### config.mk
export PLATFORM = sky130hd
export DESIGN_NAME = spi_v3_packet_assembler
export DESIGN_NICKNAME = d
export VERILOG_FILES = /design/src/rtl/spi_v3_pkt_asm_pkg.sv /design/src/rtl/spi_v3_packet_assembler_ctrl.sv /design/src/rtl/spi_v3_packet_assembler.sv
export SDC_FILE = /design/constraint.sdc
export NUM_CORES = 1
export LEC_CHECK = 0
export ABC_AREA = 1
export ABC_CLOCK_PERIOD_IN_PS = 3790
export CAP_MARGIN = 25
export CORE_ASPECT_RATIO = 0.8
export CORE_UTILIZATION = 49
export CTS_CLUSTER_DIAMETER = 40
export DETAILED_ROUTE_END_ITERATION = 8
export PLACE_DENSITY = 0.88
export RECOVER_POWER = 50
export REMOVE_ABC_BUFFERS = 1
export SETUP_SLACK_MARGIN = 0.15
export SLEW_MARGIN = 20
export SYNTH_ARGS = -nofsm -noshare
export SYNTH_HDL_FRONTEND = slang
export SYNTH_HIERARCHICAL = 1
export SYNTH_SLANG_ARGS = --single-unit
### constraint.sdc
create_clock -name clk -period 3.79 [get_ports clk]
set_clock_uncertainty 0.05 [all_clocks]
set_input_delay 0.5685 -clock clk [delete_from_list [all_inputs] [get_ports clk]]
set_output_delay 0.5685 -clock clk [all_outputs]
set_load 0.05 [all_outputs]
### src/rtl/spi_v3_pkt_asm_pkg.sv
// Shared types and helpers for the SPI v3 narrow-to-wide packet assembler.
package spi_v3_pkt_asm_pkg;

    typedef enum logic [0:0] {
        FILL = 1'b0,
        FULL = 1'b1
    } state_e;

    // Ceiling division: number of nin-bit chunks needed to cover nout bits.
    function automatic int num_chunks(input int nin, input int nout);
        return (nout + nin - 1) / nin;
    endfunction

endpackage

### src/rtl/spi_v3_packet_assembler_ctrl.sv
// FSM, chunk counter and handshake control for the packet assembler.
// Optional flush support is built when SPI_V3_PKT_ASM_FLUSH_EN is defined.
module spi_v3_packet_assembler_ctrl #(
    parameter int num_regs = 4,
    parameter int cnt_bits = 3
) (
    input  logic                clk,
    input  logic                reset,
`ifdef SPI_V3_PKT_ASM_FLUSH_EN
    input  logic                flush,
`endif
    input  logic                req_val,
    output logic                req_rdy,
    output logic                resp_val,
    input  logic                resp_rdy,
    output logic                shift_en,
`ifdef SPI_V3_PKT_ASM_FLUSH_EN
    output logic [cnt_bits-1:0] pad_chunks,
`endif
    output logic                load_first
);
    import spi_v3_pkt_asm_pkg::*;

    localparam logic [cnt_bits-1:0] LAST_CNT = cnt_bits'(num_regs - 1);
`ifdef SPI_V3_PKT_ASM_FLUSH_EN
    localparam logic [cnt_bits-1:0] NREGS    = cnt_bits'(num_regs);
`endif

    state_e              state_q, state_d;
    logic [cnt_bits-1:0] count_q, count_d;
    logic [cnt_bits-1:0] fill_cnt_s;

    // State and counter registers with synchronous reset.
    always_ff @(posedge clk) begin
        if (reset) begin
            state_q <= FILL;
            count_q <= '0;
        end else begin
            state_q <= state_d;
            count_q <= count_d;
        end
    end

    // Next-state, counter and handshake decode.
    always_comb begin
        state_d    = state_q;
        count_d    = count_q;
        req_rdy    = 1'b0;
        resp_val   = 1'b0;
        shift_en   = 1'b0;
        load_first = 1'b0;
        fill_cnt_s = count_q;
`ifdef SPI_V3_PKT_ASM_FLUSH_EN
        pad_chunks = '0;
`endif
        case (state_q)
            FILL: begin
                req_rdy  = 1'b1;
                shift_en = req_val;
                if (req_val) begin
                    fill_cnt_s = count_q + cnt_bits'(1);
                end else begin
                    fill_cnt_s = count_q;
                end
                if (req_val && (count_q == LAST_CNT)) begin
                    state_d = FULL;
                    count_d = '0;
                end else begin
                    count_d = fill_cnt_s;
`ifdef SPI_V3_PKT_ASM_FLUSH_EN
                    // A partial packet (including this cycle's chunk) is padded and emitted.
                    if (flush && (fill_cnt_s != '0)) begin
                        state_d    = FULL;
                        count_d    = '0;
                        pad_chunks = NREGS - fill_cnt_s;
                    end else begin
                        state_d    = FILL;
                    end
`endif
                end
            end
            FULL: begin
                resp_val = 1'b1;
                req_rdy  = resp_rdy;
                if (resp_rdy) begin
                    state_d    = FILL;
                    load_first = req_val;
                    count_d    = req_val ? cnt_bits'(1) : cnt_bits'(0);
                end else begin
                    state_d    = FULL;
                end
            end
            default: begin
                state_d = FILL;
                count_d = '0;
            end
        endcase
    end

endmodule

### src/rtl/spi_v3_packet_assembler.sv
// Narrow-to-wide packet assembler top: shift-register datapath, first chunk lands in the MSBs.
// Define SPI_V3_PKT_ASM_FLUSH_EN to add the flush port and zero-pad partial packets.
module spi_v3_packet_assembler #(
    parameter int nbits_in  = 8,
    parameter int nbits_out = 32
) (
    input  logic                 clk,
    input  logic                 reset,
`ifdef SPI_V3_PKT_ASM_FLUSH_EN
    input  logic                 flush,
`endif
    input  logic                 req_val,
    output logic                 req_rdy,
    input  logic [nbits_in-1:0]  req_msg,
    output logic                 resp_val,
    input  logic                 resp_rdy,
    output logic [nbits_out-1:0] resp_msg
);
    import spi_v3_pkt_asm_pkg::*;

    localparam int num_regs = num_chunks(nbits_in, nbits_out);
    localparam int cnt_bits = $clog2(num_regs) + 1;

    logic                 shift_en_s;
    logic                 load_first_s;
    logic [nbits_out-1:0] data_q, data_d;
    logic [nbits_out-1:0] shift_data_s;
`ifdef SPI_V3_PKT_ASM_FLUSH_EN
    logic [cnt_bits-1:0]  pad_chunks_s;
`endif

    spi_v3_packet_assembler_ctrl #(
        .num_regs (num_regs),
        .cnt_bits (cnt_bits)
    ) u_ctrl (
        .clk        (clk),
        .reset      (reset),
`ifdef SPI_V3_PKT_ASM_FLUSH_EN
        .flush      (flush),
`endif
        .req_val    (req_val),
        .req_rdy    (req_rdy),
        .resp_val   (resp_val),
        .resp_rdy   (resp_rdy),
        .shift_en   (shift_en_s),
`ifdef SPI_V3_PKT_ASM_FLUSH_EN
        .pad_chunks (pad_chunks_s),
`endif
        .load_first (load_first_s)
    );

    // Datapath next value: restart, shift-in, hold, then optional zero padding.
    always_comb begin
        shift_data_s = data_q;
        if (load_first_s) begin
            shift_data_s = nbits_out'(req_msg);
        end else if (shift_en_s) begin
            // Truncation here drops the surplus upper bits of the first chunk.
            shift_data_s = {data_q[nbits_out-nbits_in-1:0], req_msg};
        end else begin
            shift_data_s = data_q;
        end
`ifdef SPI_V3_PKT_ASM_FLUSH_EN
        data_d = shift_data_s << (int'(pad_chunks_s) * nbits_in);
`else
        data_d = shift_data_s;
`endif
    end

    // Packet data register.
    always_ff @(posedge clk) begin
        if (reset) begin
            data_q <= '0;
        end else begin
            data_q <= data_d;
        end
    end

    assign resp_msg = data_q;

endmodule
==> impl_metrics.env <==
export IMPL_initial_core_util=0.5231
export IMPL_die_height_um=50.79
export IMPL_crit_path_start_kind="input port"
export IMPL_drive_above_1_share=0.1354
export IMPL_grt_max_degree=25
export IMPL_synth_seq_cells=36
export IMPL_num_rows=17
export IMPL_track_usage=0.2157
export IMPL_vias_in_the_first_global_route=1105
export IMPL_grt_overflow_total=0
export IMPL_final_net_count=241
export IMPL_worst_setup_slack_post_dpl_ps=1191
export IMPL_power_per_cell_area_nw_per_um2=427.7
export IMPL_timing_worst_slew_pin_value_ps=992.3
export IMPL_multi_input_gate_area_in_the_final_layout_um2=605.6
export IMPL_regArea_um2=720.7
export IMPL_drt_pre_antenna_iters=4
export IMPL_worst_ep_arrival_time_ps=1980
export IMPL_place_congestion=0.7965
export IMPL_final_period_utilization=0.6846
export IMPL_yosys_cell_types_count=18
export IMPL_clock_latency_ps=280
export IMPL_timing_fmax_mhz=385.4
export IMPL_via_count=1232
export IMPL_layout_area_overhead_vs_synth_pct=37.17
export IMPL_netlist_top_cell_by_area="sky130_fd_sc_hd__dfxtp_1"
export IMPL_most_common_cell_after_layout_fill_and_taps_aside="sky130_fd_sc_hd__nand2_1"
export IMPL_max_clock_path_buffers=2
export IMPL_core_region_area_um2=2786
export IMPL_cts_hold_buf=0
export IMPL_post_cts_resized=0
export IMPL_worst_endpoint_required_ps=3170
export IMPL_global_route_wire_length_before_repair_um=5037
export IMPL_synth_area_per_cell_um2=7.965
export IMPL_vias_per_cell=4.614
export IMPL_dp_hpwl_um=1942
export IMPL_maxSlewHeadroom=0.3360
export IMPL_port_buffer_count=45
export IMPL_postRouteAntennaNets=0
export IMPL_rsz0062_at_grt="no"
export IMPL_cpMaxStageDelayCell="sky130_fd_sc_hd__clkdlybuf4s50_1"
export IMPL_worstPathCellList="clkdlybuf4s50_1, or2_4, clkdlybuf4s50_1"
export IMPL_cts_root_buffer="sky130_fd_sc_hd__clkbuf_8"
export IMPL_h_tree_depth=2
export IMPL_timing_final_ws_setup_ps=1195
export IMPL_boundaryPins=46
export IMPL_status="complete, no violations"
export IMPL_grt_antenna_before_repair=0
export IMPL_diodes=0
export IMPL_synth_area_leaders="sky130_fd_sc_hd__dfxtp_1 49%, sky130_fd_sc_hd__nand2_1 18%, sky130_fd_sc_hd__a21oi_2 13%"
export IMPL_finalSetupViolations=0
export IMPL_post_route_util=0.7176
export IMPL_cts_setup_buffers=0
export IMPL_ir_drop_uv=266.7
export IMPL_numCtsBuffers=5
export IMPL_fillerInstances=237
export IMPL_count_of_warnings_emitted_by_yosys=6
export IMPL_layout_common_cells="68 x sky130_fd_sc_hd__nand2_1, 36 x sky130_fd_sc_hd__dfxtp_1, 24 x sky130_fd_sc_hd__dlygate4sd3_1"
export IMPL_final_max_slew_violation_count=0
export IMPL_cts_sinks=36
export IMPL_die_area_um2=3198
export IMPL_horiz_die_dim_um=62.98
export IMPL_syn_area_um2=1458
export IMPL_yosysSeqAreaShare=0.4944
export IMPL_design_power_total_w=0.0008552
export IMPL_leakagePower_nw=0.8234
export IMPL_worstHoldPathType="register to register"
export IMPL_critPathMaxStageDelay_ps=790
export IMPL_maxCapViolations=0
export IMPL_critical_path_top_cell_by_count="sky130_fd_sc_hd__clkdlybuf4s50_1"
export IMPL_criticalPathCategory="input port to output port"
export IMPL_hold_viol=0
export IMPL_tritoncts="yes"
export IMPL_wire_per_inst_um=10.94
export IMPL_path_clk_slew_ps=70
export IMPL_period_needed_ps=2595
export IMPL_critPathCaptureType="output port"
export IMPL_drt_drc=0
export IMPL_synth_top_cell_area_share=0.4944
export IMPL_worstPathMaxFanout=3
export IMPL_drt_iter0_drc=84
export IMPL_synth_instances=183
export IMPL_final_setup_tns_ps=0
export IMPL_total_length_of_routed_wires_um=2920
## critical path: cells and delay by family
kind / cells / cell delay (ps)
buf+inv: 2 / 1270
simple gates: 1 / 140
## Yosys cell counts
| cell | n |
|---|---|
| sky130_fd_sc_hd__inv_1 | 13 |
| sky130_fd_sc_hd__nor2_4 | 1 |
| sky130_fd_sc_hd__or2_4 | 1 |
| sky130_fd_sc_hd__buf_2 | 6 |
| sky130_fd_sc_hd__ha_1 | 1 |
| sky130_fd_sc_hd__or2_1 | 1 |
| sky130_fd_sc_hd__nand3_2 | 1 |
| sky130_fd_sc_hd__buf_4 | 1 |
| sky130_fd_sc_hd__a21oi_2 | 22 |
| sky130_fd_sc_hd__inv_2 | 1 |
| sky130_fd_sc_hd__nand2_1 | 68 |
| sky130_fd_sc_hd__a21oi_1 | 7 |
| sky130_fd_sc_hd__nor2_2 | 1 |
| sky130_fd_sc_hd__o211ai_1 | 1 |
| sky130_fd_sc_hd__nand3b_1 | 1 |
| sky130_fd_sc_hd__nor2_1 | 19 |
| sky130_fd_sc_hd__buf_6 | 2 |
| sky130_fd_sc_hd__dfxtp_1 | 36 |
## registers in the layout (all words and copies together) (netlist names)
register        count
resp_msg           32
u_ctrl/state_q      1
u_ctrl/count_q      3
## routing by layer
| metal | GRT usage | share of wire | vias up |
|---|---|---|---|
| met5 | 0 | 0 | - |
| met4 | 0.1163 | 0.021 | 0 |
| met3 | 0.08182 | 0.044 | 6 |
| met2 | 0.3405 | 0.45 | 27 |
| met1 | 0.2539 | 0.48 | 544 |
| li1 | - | - | 655 |
## where the power goes
group	internal (W)	leakage (nW)	switching, W
combinational	0.0000431	0.475	0.0000849
sequential	0.000393	0.294	0.0000100
clock	0.000195	0.0552	0.000130
total	0.000631	0.823	0.000225
## kinds of logic (layout without fill, tap and decap cells)
kind of cell	after synthesis	in the layout	share of synthesized area
DFF	36	36	0.4944
AOI/OAI and AO/OA	30	30	0.1614
and+or+nand+nor	93	93	0.2584
adders and majority gates	1	1	0.008582
buffers and inverters	23	69	0.07725
## final cells by class
type | count | share of cell area
Clock inverter | 2 | 0.01752
Multi-Input combinational cell | 124 | 0.3029
Inverter | 14 | 0.02628
Sequential cell | 36 | 0.3605
Clock buffer | 6 | 0.03630
Tap cell | 38 | 0.02378
Timing Repair Buffer | 47 | 0.2328
## stage by stage
step | cells | instance area (µm²) | hold slack (ps)
floorplan | 174 | 1398 | 391.0
global placement | 259 | 1911 | 399.0
detailed placement | 259 | 1911 | 406.5
CTS | 267 | 2018 | 412.8
global route | 267 | 1999 | 430.8
finish | 267 | 1999 | 407.4
## path summary, 6_finish.rpt
kind | end | startpoint | slack, ps | cells past startpoint
setup / recovery | req_rdy | resp_rdy | 1200 | 3
hold / removal | resp_msg[31] | resp_msg[31] | 410 | 2
setup reg to reg | resp_msg[21] | u_ctrl/state_q | 1720 | 4
hold reg to reg | resp_msg[31] | resp_msg[31] | 410 | 2
No activity file was read; power rests on OpenSTA's default activity.
